<file path="src/rtl/ptr_alloc_arb.sv">
// Free-list pointer allocator: hands out node pointers to two requesters under
// round-robin arbitration and takes back one freed pointer per cycle.
module ptr_alloc_arb #(
    parameter int unsigned N_PTR = 16,
    parameter int unsigned PTR_W = $clog2(N_PTR)
) (
    input  logic             clk,
    input  logic             rst,
    input  logic [1:0]       alloc_req,
    output logic [1:0]       alloc_gnt,
    output logic             alloc_vld,
    output logic             alloc_id,
    output logic [PTR_W-1:0] alloc_ptr,
    input  logic             free_vld,
    input  logic [PTR_W-1:0] free_ptr,
    output logic             ready,
    output logic             empty,
    output logic [PTR_W:0]   count
);

    localparam int unsigned CNT_W = PTR_W + 1;

    typedef enum logic {
        ST_INIT = 1'b0,
        ST_RUN  = 1'b1
    } state_e;

    state_e             state_q, state_d;
    logic [PTR_W-1:0]   init_idx_q, init_idx_d;
    logic [PTR_W-1:0]   head_q, head_d;
    logic [PTR_W-1:0]   tail_q, tail_d;
    logic [CNT_W-1:0]   count_q, count_d;
    logic               rr_last_q, rr_last_d;
    logic               ready_q, ready_d;
    logic               alloc_vld_q, alloc_vld_d;
    logic               alloc_id_q, alloc_id_d;
    logic [PTR_W-1:0]   alloc_ptr_q, alloc_ptr_d;

    logic [PTR_W-1:0]   next_q [N_PTR];
    logic               nxt_we;
    logic [PTR_W-1:0]   nxt_waddr;
    logic [PTR_W-1:0]   nxt_wdata;

    logic [1:0]         gnt_c;
    logic               gnt_any;
    logic               free_acc;

    // Round-robin: on conflict the requester that did not win last time goes.
    always_comb begin
        gnt_c = 2'b00;
        if (ready_q && (count_q != '0)) begin
            case (alloc_req)
                2'b01:   gnt_c = 2'b01;
                2'b10:   gnt_c = 2'b10;
                2'b11:   gnt_c = rr_last_q ? 2'b01 : 2'b10;
                default: gnt_c = 2'b00;
            endcase
        end
    end

    assign gnt_any  = |gnt_c;
    assign free_acc = ready_q & free_vld;

    always_comb begin
        state_d     = state_q;
        init_idx_d  = init_idx_q;
        head_d      = head_q;
        tail_d      = tail_q;
        count_d     = count_q;
        rr_last_d   = rr_last_q;
        ready_d     = (state_q == ST_RUN);
        alloc_vld_d = gnt_any;
        alloc_id_d  = alloc_id_q;
        alloc_ptr_d = alloc_ptr_q;
        nxt_we      = 1'b0;
        nxt_waddr   = tail_q;
        nxt_wdata   = free_ptr;

        case (state_q)
            ST_INIT: begin
                // Chain the pool 0 -> 1 -> ... -> N_PTR-1, one link per cycle.
                nxt_we     = 1'b1;
                nxt_waddr  = init_idx_q;
                nxt_wdata  = PTR_W'(init_idx_q + PTR_W'(1));
                init_idx_d = PTR_W'(init_idx_q + PTR_W'(1));
                if (init_idx_q == PTR_W'(N_PTR - 1)) begin
                    state_d = ST_RUN;
                end
            end
            ST_RUN: begin
                if (gnt_any) begin
                    rr_last_d   = gnt_c[1];
                    alloc_ptr_d = head_q;
                    alloc_id_d  = gnt_c[1];
                    head_d      = next_q[head_q];
                end
                if (free_acc) begin
                    nxt_we = 1'b1;
                    tail_d = free_ptr;
                    // Pool would be empty after this allocation: freed pointer is the new head.
                    if (count_q == CNT_W'(gnt_any)) begin
                        head_d = free_ptr;
                    end
                end
                case ({free_acc, gnt_any})
                    2'b10:   count_d = CNT_W'(count_q + CNT_W'(1));
                    2'b01:   count_d = CNT_W'(count_q - CNT_W'(1));
                    default: count_d = count_q;
                endcase
            end
            default: state_d = ST_INIT;
        endcase
    end

    always_ff @(posedge clk or posedge rst) begin
        if (rst) begin
            state_q     <= ST_INIT;
            init_idx_q  <= '0;
            head_q      <= '0;
            tail_q      <= PTR_W'(N_PTR - 1);
            count_q     <= CNT_W'(N_PTR);
            rr_last_q   <= 1'b1;
            ready_q     <= 1'b0;
            alloc_vld_q <= 1'b0;
            alloc_id_q  <= 1'b0;
            alloc_ptr_q <= '0;
        end else begin
            state_q     <= state_d;
            init_idx_q  <= init_idx_d;
            head_q      <= head_d;
            tail_q      <= tail_d;
            count_q     <= count_d;
            rr_last_q   <= rr_last_d;
            ready_q     <= ready_d;
            alloc_vld_q <= alloc_vld_d;
            alloc_id_q  <= alloc_id_d;
            alloc_ptr_q <= alloc_ptr_d;
        end
    end

    // Next-pointer storage; contents are rebuilt in INIT so it needs no reset.
    always_ff @(posedge clk) begin
        if (nxt_we) begin
            next_q[nxt_waddr] <= nxt_wdata;
        end
    end

    assign alloc_gnt = gnt_c;
    assign alloc_vld = alloc_vld_q;
    assign alloc_id  = alloc_id_q;
    assign alloc_ptr = alloc_ptr_q;
    assign ready     = ready_q;
    assign count     = count_q;
    assign empty     = (count_q == '0);

endmodule

</file>
<file path="config.mk">
export PLATFORM = sky130hd
export DESIGN_NAME = ptr_alloc_arb
export DESIGN_NICKNAME = d
export VERILOG_FILES = /design/src/rtl/ptr_alloc_arb.sv
export SDC_FILE = /design/constraint.sdc
export NUM_CORES = 1
export LEC_CHECK = 0
export BUFFER_PORTS_ARGS = -buffer_cell sky130_fd_sc_hd__buf_2
export CORE_MARGIN = 2
export CORE_UTILIZATION = 58
export DETAILED_ROUTE_END_ITERATION = 16
export PLACE_DENSITY = 0.81
export SLEW_MARGIN = 10
export SYNTH_ARGS = -nofsm -noshare
export SYNTH_HDL_FRONTEND = slang
export SYNTH_SLANG_ARGS = --single-unit
</file>
<file path="constraint.sdc">
create_clock -name clk -period 3.7 [get_ports clk]
set_input_delay 0.74 -clock clk [delete_from_list [all_inputs] [get_ports clk]]
set_output_delay 0.74 -clock clk [all_outputs]
set_load 0.02 [all_outputs]
</file>
# == Word-level counts from Yosys, hierarchy flattened ==
# Memory sizes are Yosys's and may differ from the RTL's.
# Cells that the tools add are included.
# W data, S select, Z words.
# totals
register_bits,26
ramBits,64
input_bits,9
elab_cells,46
mem_count,1
# classes
add_sub_neg,3
eq_ne,7
muxes,15
bitwise_logic,2
n_reduce_logical,8
# memory_table
memory,words,width,rd,rd_clocked_by_memory_dff,write_ports,line_no,rtl
next_q,16,4,1,0,1,39,logic [PTR_W-1:0] next_q [N_PTR];
# op_table
op,n
$mux W4,5
$pmux W5 S2,1
$eq A2 B2 Y1 const B,3
$pmux W2 S3,1
$reduce_and A2 Y1,3
$add A5 B1 Y5 const B,1
$eq A5 B1 Y1,1
$logic_not A5 Y1,1
$mux W1,5
$reduce_bool A5 Y1,1
$sub A5 B1 Y5 const B,1
$add A4 B1 Y4 const B,1
$eq A2 B1 Y1 const B,2
$eq A4 B4 Y1 const B,1
$mux W2,2
$pmux W1 S2,1
$reduce_bool A2 Y1,1
$reduce_or A2 Y1,1
$and A1 B1 Y1,1
$logic_and A1 B1 Y1,1
$not A1 Y1,1

# == Logic depth before layout (Yosys ltp) ==
# Gate-level depths: netlist of run 1.
# logic_depth
word_depth,7
mapped_depth,12
ltp_nobuf,9

# == Worst setup path after synthesis of run 1 ==
# Ideal clock, no wire load.
# synth_path
path_kind,register -> register
from,register count_q[1] (netlist: count[1])
to,register count_q[4] (netlist: count[4])
arrival_time_ns,2.926
t_required_ns,3.612
slack_ns,0.686
path_stages_with_launch,12
n_path_buf,2
cell_sequence,dfrtp_1 > or4_4 > buf_6 > o21ba_1 > ha_1 > clkbuf_1 > xor2_1 > ha_1 > a21o_1 > a22oi_1 > nor3_1 > or3_1
# synth_between
elab_chain_len,7
word_cells_on_any_way,11
cone_classes,add/sub: 2; eq/ne: 2; mux: 2; reduce/logical: 5
# synth_lines
element,line_no,rtl
start: declaration,32,"logic [CNT_W-1:0] count_q, count_d;"
start signal: assignment,121,count_q <= CNT_W'(N_PTR);
start signal: assignment,132,count_q <= count_d;
$reduce_bool A5 Y1 (*),51,if (ready_q && (count_q != '0)) begin
$logic_and A1 B1 Y1 (*),51,
$mux W2 (*),51,
$reduce_or A2 Y1 (*),61,assign gnt_any = |gnt_c;
via alloc_vld_d,35,"logic alloc_vld_q, alloc_vld_d;"
$eq A2 B1 Y1 or $eq A2 B2 Y1 (tied branches),105,"case ({free_acc, gnt_any})"
$reduce_bool A2 Y1 (no line),n/a,
$reduce_and A2 Y1 (no line),n/a,
# Mark *: on every way through the listed nets, which the timed path passes. The rest lies on a longest branch.
# A chain may end at the register's enable or synchronous reset.

# == Final worst setup path of run 1 ==
# Ends and elaborated chain as after synthesis.

==> impl_metrics.json, run 1 <==
{
  "tritoncts": "done",
  "cts_buffers": 9,
  "report.final.hold_viol_count": 0,
  "r2r_cells": 9,
  "power_density_mw_per_mm2": 638,
  "ys.flop_type": "edfxtp_1",
  "hold_start": "rr_last_q",
  "critPathMaxFanout": 9,
  "place_inst": 402,
  "nets": 330,
  "initial_utilization": 0.601,
  "via_per_inst": 5.87,
  "holdPathStages": 2,
  "reg2reg_slack_ns": 0.67,
  "htreeDepth": 3,
  "yosys_warnings": 0,
  "worstReg2RegEnd": "count[4]",
  "r2r_start": "count[1]",
  "grt_pass1_wl_mm": 12.6,
  "rows": 30,
  "antenna_cells": 0,
  "worst_clock_skew_ns": 0.0120,
  "status": "complete, no violations",
  "ir_worst_vdd_v": 0.000401,
  "antenna_left": 0,
  "grt.total_usage": 0.221,
  "die_w_um": 87.9,
  "routabilityCongestion": 0.884,
  "coreArea_mm2": 0.00679,
  "synth_top_area_cell": "edfxtp_1",
  "startpoint_type": "flip-flop",
  "antenna_found_initial": 0,
  "dieArea_mm2": 0.00772,
  "ys_types": 55,
  "stdcell_count": 418,
  "p_leak_nw": 1.66,
  "max_cap_violations": 0,
  "syn2layout_area_growth_pct": 8.95,
  "port_buffers": 23,
  "drive_gt1_frac": 0.220,
  "clk_path_buf_depth": 2,
  "slew_viol_final": 0,
  "layout_min_cycle_time_ns": 3.03,
  "vias": 2452,
  "ys_ff_latch": 90,
  "die_y_um": 87.9,
  "synthArstFlopShare": 0.289,
  "postCtsSetupBuffers": 0,
  "path_class": "reg2reg",
  "fin_util": 0.654,
  "tns_ns": 0,
  "drc": 0,
  "min_to": "rr_last_q",
  "postSynthAreaPerCell_um2": 13.8,
  "syn-instance-count": 295,
  "yosysMostFrequentCell": "edfxtp_1",
  "cts_sinks": 90,
  "power_mw": 2.84,
  "dr.pass1.iters": 4,
  "clock.fmax_ghz": 0.330,
  "cp_data_arrival_time_ns": 3.31,
  "crit_chain": "or4_4, o21ba_1, ha_1, xor2_1, ha_1, a21o_1, a22oi_1, nor3_1, or3_1",
  "worstSetupEndpointType": "flip-flop",
  "synth_nets": 308,
  "hp-class": "reg2reg",
  "cts_resized": 0,
  "yosysSeqAreaShare": 0.632,
  "io-pin-count": 24,
  "worst_pin_slew_ns": 0.949,
  "synth_common_cells": "edfxtp_1, nor2_1, nand2_1",
  "root_buffer": "clkbuf_8",
  "post_drt_wl_per_cell_um": 18.8,
  "slew_headroom": 0.367,
  "path_clk_slew_ns": 0.10,
  "worst_path_max_delay_cell": "or4_4",
  "synth-edff-count": 64,
  "crit_required_ns": 3.98,
  "synth_top_area_frac": 0.471,
  "worstSkewPairLatency_ns": 0.35,
  "drt-initial-drc-count": 200,
  "hpwl_mm": 5.48,
  "grt_pass1_vias": 2412,
  "ctsHoldBuffers": 0,
  "netlist_area_mm2": 0.00408,
  "wirelength_mm": 7.85,
  "cpMostUsedCell": "ha_1",
  "fin_crit_sh": 0.818,
  "crit_family": "simple AND/OR/NAND/NOR gates",
  "crit_buf_inv": 0,
  "finalSetupViolCount": 0,
  "synthTopCellsByArea": "edfxtp_1, dfrtp_1, mux2i_1, mux4_2, dfstp_2",
  "cpPeakStageDelay_ns": 0.62,
  "globalRouteOverflowTotal": 0,
  "grt_setup_unrepaired": "no",
  "grt_max_degree": 27
}
-- how the worst max path moves through the flow --
stage,from,end,slack [ns],depth (start not counted)
after floorplan,count[1],count[4],0.69,11
after global placement,alloc_req[1],count[4],0.75,10
after detailed placement,alloc_req[1],count[4],0.64,10
after CTS,count[1],count[4],0.68,9
after global routing,count[1],count[4],0.52,9
final,count[1],count[4],0.67,9
-- tightest hold or removal path: cells and delay by family (launching register included) --
kind	cells	cell delay [ns]
flops	1	0.39
simple gates	2	0.10
-- layout make-up --
cell class	count	area, um2
Multi-Input combinational cell	181	1390
Tap cell	96	120
Inverter	8	30.0
Sequential cell	90	2580
Fill cell	490	2350
Clock inverter	7	52.6
Timing Repair Buffer	27	145
Clock buffer	9	124
-- sequential cells by signal, indices dropped and copies added, names as in the netlist --
signal	count
init_idx_q	4
head_q	4
rr_last_q	1
alloc_vld	1
alloc_id	1
ready	1
ready_d	1
count	5
next_q	64
alloc_ptr	4
tail_q	4
-- power breakdown --
group	leakage (nW)	internal, mW	switching (mW)
sequential	0.879	1.19	0.233
clock	0.0799	0.248	0.354
combinational	0.703	0.420	0.392
-- metal layers --
layer / vias up / wire (um) / GRT usage
met5: - / 0 / 0
met4: 0 / 79 / 0.0713
met3: 8 / 417 / 0.0339
met2: 68 / 3930 / 0.342
met1: 1224 / 3430 / 0.328
li1: 1152 / - / -
-- through the flow --
stage | area [um2] | setup WS (ns) | hold slack, ns
5_1_grt | 4450 | 0.523 | 0.508
4_1_cts | 4450 | 0.682 | 0.476
3_3_place_gp | 4270 | 0.747 | 0.453
6_report | 4450 | 0.674 | 0.481
2_1_floorplan | 4080 | 0.686 | 0.445
3_5_place_dp | 4270 | 0.641 | 0.460
-- cells by family after synthesis --
| family | synth area share |
|---|---|
| adders and majority gates | 0.0123 |
| DFF | 0.632 |
| xor gates and xnor gates | 0.0215 |
| and+or+nand+nor | 0.0966 |
| buffers and inverters | 0.0261 |
| muxes | 0.113 |
| AOI/OAI and AO/OA | 0.0984 |
-- layout by cell type, fill, tap and decap left out, drive strengths merged, types with 4 or more instances in the layout --
cell and instances:
a21oi 4, a22oi 7, a31oi 6, buf 27, clkbuf 9, dfrtp 20
dfstp 6, edfxtp 64, ha 4, inv 9, mux2 7, mux2i 19
mux4 8, nand2 22, nand3 5, nor2 27, nor2b 6, nor3 4
o21ai 9, xnor2 6, xor2 4
(Power assumes the default switching activity.)
==> run 2, diff against run 1 <==
==> constraint.sdc (replaced) <==
create_clock -name clk -period 2.8 [get_ports clk]
set_input_delay 0.56 -clock clk [delete_from_list [all_inputs] [get_ports clk]]
set_output_delay 0.56 -clock clk [all_outputs]
set_load 0.02 [all_outputs]
==> impl_metrics.json, run 2 (synthesis gave the netlist of run 1 again) <==
{
  "worstSkewPairLatency_ns": 0.36,
  "rows": 30,
  "seqPwrFrac": 0.467,
  "p_sw_mw": 1.34,
  "initial_utilization": 0.601,
  "htreeDepth": 3,
  "slew_viol_final": 0,
  "worst_clock_skew_ns": 0.00949,
  "ir_worst_vdd_v": 0.000471,
  "reg2reg_slack_ns": 0.12,
  "die_y_um": 87.9,
  "status": "complete, no violations",
  "p_leak_nw": 1.73,
  "setup_ws_ns": 0.117,
  "port_buffers": 23,
  "io-pin-count": 24,
  "grt_max_degree": 21,
  "via_per_inst": 6.02,
  "root_buffer": "clkbuf_8",
  "coreArea_mm2": 0.00679,
  "wirelength_mm": 8.12,
  "sw_frac_of_total": 0.338,
  "clock.fmax_ghz": 0.373,
  "grt.total_usage": 0.225,
  "largest_register_ff_count": 64,
  "p_int_mw": 2.62,
  "die_w_um": 87.9,
  "clkPwrFrac": 0.222,
  "r2r_cells": 9,
  "critPathMaxFanout": 9,
  "drc": 0,
  "clk_path_buf_depth": 2,
  "largest-register": "next_q",
  "layout_min_cycle_time_ns": 2.68,
  "cpPeakStageDelay_ns": 0.54,
  "antenna_left": 0,
  "drive_gt1_frac": 0.266,
  "dr.pass1.iters": 4,
  "grt_pass1_wl_mm": 12.5,
  "layout_common_cells": "edfxtp_1, nor2_1, buf_2",
  "slew_headroom": 0.513,
  "layout.cells.most_common": "edfxtp_1",
  "cts_sinks": 90,
  "startpoint_type": "flip-flop",
  "nets": 339,
  "post_drt_wl_per_cell_um": 19.0,
  "report.final.hold_viol_count": 0,
  "drt-initial-drc-count": 178,
  "post-place-ws_ns": 0.130,
  "max_cap_violations": 0,
  "hp-class": "in2async",
  "critPathLaunch": "count[2]",
  "path_depth": 9,
  "syn2layout_area_growth_pct": 12.1,
  "worst_path_max_delay_cell": "or4_4",
  "p_comb_frac": 0.311,
  "tritoncts": "done",
  "power_density_mw_per_mm2": 866,
  "globalRouteOverflowTotal": 0,
  "power_mw": 3.96,
  "fillCellCount": 460,
  "path_clk_slew_ns": 0.09,
  "cp_data_arrival_time_ns": 2.98,
  "antenna_found_initial": 0,
  "worst_pin_slew_ns": 0.730,
  "hpwl_mm": 5.65,
  "worstSetupEndpointType": "flip-flop",
  "crit_required_ns": 3.09,
  "antenna_cells": 0,
  "vias": 2572,
  "routabilityCongestion": 0.875,
  "path_class": "reg2reg",
  "tns_ns": 0,
  "grt_pass1_vias": 2413,
  "dieArea_mm2": 0.00772,
  "r2r_start": "count[2]",
  "crit_buf_inv": 1,
  "crit_end": "count[4]",
  "fin_util": 0.673,
  "finalSetupViolCount": 0,
  "crit_chain": "or4_4, o21ba_4, ha_4, xor2_1, ha_2, inv_1, a32oi_2, o21ai_0, or3_1",
  "fin_crit_sh": 0.958,
  "crit_family": "simple AND/OR/NAND/NOR gates",
  "cts_buffers": 9,
  "worstReg2RegEnd": "count[4]"
}
[run 2: cell count changes in the layout (fill, tap and decap cells not counted), sizes merged]
cell	previous run	this run
clkinvlp	3	0
clkinv	3	5
bufinv	0	1
buf	27	36
[run 2: what timing repair did]
item | CTS | global route
gates resized for setup | 0 | 1
hold buffers | 0 | 0
buffers inserted | 0 | 3
setup endpoints to repair | 0 | 1
[run 2: worst min path at each step]
stage,startpoint,to,slack [ns]
2_1_floorplan,rr_last_q,rr_last_q,0.44
3_3_place_gp,rr_last_q,rr_last_q,0.46
3_5_place_dp,rr_last_q,rr_last_q,0.47
4_1_cts,rst,init_idx_q[2],0.13
5_1_grt,rst,init_idx_q[2],0.16
6_report,rst,init_idx_q[1],0.14
[run 2: metrics by stage]
step | instance area, um2 | cells | hold WS [ns]
after floorplan | 4130 | 295 | 0.445
after global placement | 4340 | 408 | 0.456
after detailed placement | 4340 | 408 | 0.472
after CTS | 4540 | 424 | 0.131
after global routing | 4570 | 427 | 0.162
final | 4570 | 427 | 0.136
[run 2: area by class of cell]
cell class	count	area (um2)	share of cell area
flip-flops and latches	90	2580	0.565
multi-input cells	181	1430	0.312
repair buffers	36	213	0.0465
clock buffers	9	124	0.0271
well taps	96	120	0.0263
clock inverters	7	75.1	0.0164
inverters	8	30.0	0.00657
[run 2: layer usage]
metal / GRT usage / share of wire / up-vias
met5: 0 / 0 / -
met4: 0.101 / 0.017 / 0
met3: 0.0405 / 0.049 / 11
met2: 0.349 / 0.50 / 84
met1: 0.314 / 0.43 / 1306
li1: - / - / 1171
[run 2: power by group through the flow]
| stage | sequential [mW] | combinational (mW) | clock (mW) |
|---|---|---|---|
| floorplan | 1.78 | 0.968 | 0 |
| global placement | 1.86 | 1.15 | 0 |
| detailed placement | 1.87 | 1.18 | 0 |
| CTS | 1.85 | 1.19 | 0.896 |
| global route | 1.87 | 1.33 | 0.945 |
| finish | 1.85 | 1.23 | 0.880 |
==> run 3, diff against run 2 <==
--- a/config.mk
+++ b/config.mk
@@ -10,6 +10,7 @@
 export CORE_UTILIZATION = 58
 export DETAILED_ROUTE_END_ITERATION = 16
 export PLACE_DENSITY = 0.81
+export RECOVER_POWER = 50
 export SLEW_MARGIN = 10
 export SYNTH_ARGS = -nofsm -noshare
 export SYNTH_HDL_FRONTEND = slang
==> impl_metrics.json, run 3 (synthesis gave the netlist of run 1 again) <==
{
  "status": "complete, no violations",
  "hpwl_mm": 5.65,
  "drive_gt1_frac": 0.221,
  "htreeDepth": 3,
  "fin_crit_sh": 0.960,
  "grt_max_degree": 21,
  "layout_min_cycle_time_ns": 2.69,
  "dr.pass1.iters": 5,
  "power_density_mw_per_mm2": 868,
  "grt_pass1_wl_mm": 12.5,
  "worst_pin_slew_ns": 0.958,
  "ctsHoldBuffers": 0,
  "p_leak_nw": 1.69,
  "r2r_cells": 9,
  "path_clk_slew_ns": 0.09,
  "wirelength_mm": 8.12,
  "cts_sinks": 90,
  "io-pin-count": 24,
  "critPathMaxFanout": 9,
  "max_cap_violations": 0,
  "port_buffers": 23,
  "post_drt_wl_per_cell_um": 19.0,
  "clk_path_buf_depth": 2,
  "startpoint_type": "flip-flop",
  "slew_headroom": 0.362,
  "reg2reg_slack_ns": 0.11,
  "root_buffer": "clkbuf_8",
  "drc": 0,
  "layout.cells.most_common": "edfxtp_1",
  "hp-class": "in2async",
  "nets": 339,
  "vias": 2547,
  "die_w_um": 87.9,
  "worstSkewPairLatency_ns": 0.36,
  "layout_common_cells": "edfxtp_1, nor2_1, nand2_1",
  "hold_ws_ns": 0.130,
  "stdcell_area_mm2": 0.00454,
  "path_depth": 9,
  "clock.fmax_ghz": 0.372,
  "finalSetupViolCount": 0,
  "antenna_left": 0,
  "die_y_um": 87.9,
  "cts_buffers": 9,
  "globalRouteOverflowTotal": 0,
  "grt_pass1_vias": 2413,
  "path_class": "reg2reg",
  "syn2layout_area_growth_pct": 11.3,
  "fillCellCount": 475,
  "coreArea_mm2": 0.00679,
  "antenna_found_initial": 0,
  "dieArea_mm2": 0.00772,
  "worst_clock_skew_ns": 0.0104,
  "worst_path_max_delay_cell": "or4_4",
  "worstReg2RegEnd": "count[4]",
  "crit_family": "simple AND/OR/NAND/NOR gates",
  "initial_utilization": 0.601,
  "ir_worst_vdd_v": 0.000469,
  "crit_chain": "or4_4, o21ba_4, ha_4, xor2_1, ha_2, inv_1, a32oi_2, o21ai_0, or3_1",
  "largest-register": "next_q",
  "routabilityCongestion": 0.875,
  "r2r_start": "count[2]",
  "crit_buf_inv": 1,
  "cpPeakStageDelay_ns": 0.54,
  "worstSetupEndpointType": "flip-flop",
  "grt.total_usage": 0.225,
  "largest_register_ff_count": 64,
  "crit_required_ns": 3.10,
  "antenna_cells": 0,
  "cp_data_arrival_time_ns": 2.98,
  "tritoncts": "done",
  "placed_area_mm2": 0.00434,
  "drt-initial-drc-count": 185,
  "report.final.hold_viol_count": 0,
  "slew_viol_final": 0,
  "rows": 30,
  "via_per_inst": 5.96
}
## run 3: changes by cell type in the layout (fill, tap and decap cells not counted)
cell      delta
buf_2        -9
buf_4        -5
dfrtp_1      +1
clkbuf_1    +14
dfrtp_2      -1
## run 3: final cells by class
| type | count | area [um2] | area share |
|---|---|---|---|
| flip-flops and latches | 90 | 2580 | 0.568 |
| multi-input cells | 181 | 1430 | 0.314 |
| repair buffers | 36 | 183 | 0.0402 |
| clock buffers | 9 | 124 | 0.0273 |
| well taps | 96 | 120 | 0.0265 |
| clock inverters | 7 | 75.1 | 0.0165 |
| inverters | 8 | 30.0 | 0.00661 |
## run 3: timing repair
| action | 4_1_cts | 5_1_grt |
|---|---|---|
| setup endpoints to repair | 0 | 1 |
| gates resized for setup | 0 | 1 |
| setup buffers | 0 | 3 |
## run 3: how the worst max path moves through the flow
stage,startpoint,to
detailed placement,count[2],count[4]
finish,count[2],count[4]
floorplan,count[2],count[4]
CTS,count[2],count[4]
global placement,count[2],count[4]
global route,count[2],count[4]
## run 3: power by group
group | switching, mW | leakage [nW] | internal (mW)
Combinational | 0.604 | 0.707 | 0.607
Clock | 0.463 | 0.104 | 0.418
Sequential | 0.271 | 0.878 | 1.58
Total | 1.34 | 1.69 | 2.60
## run 3: layer usage
| metal | share of wire | global-route usage | vias to the layer above | wire length, um |
|---|---|---|---|---|
| li1 | - | - | 1169 | - |
| met1 | 0.42 | 0.314 | 1291 | 3440 |
| met2 | 0.50 | 0.349 | 73 | 4080 |
| met3 | 0.055 | 0.0405 | 14 | 449 |
| met4 | 0.017 | 0.101 | 0 | 140 |
| met5 | 0 | 0 | - | 0 |
## run 3: stage by stage
step / instances / worst slack (ns) / util / power [mW] / setup TNS, ns
3_3_place_gp: 408 / 0.213 / 0.639 / 3.01 / 0
2_1_floorplan: 295 / -0.0736 / - / 2.75 / -0.0736
3_5_place_dp: 408 / 0.130 / 0.639 / 3.05 / 0
4_1_cts: 424 / 0.113 / 0.669 / 3.93 / 0
6_report: 427 / 0.113 / 0.668 / 3.94 / 0
5_1_grt: 427 / -0.0121 / 0.668 / 4.13 / -0.0121
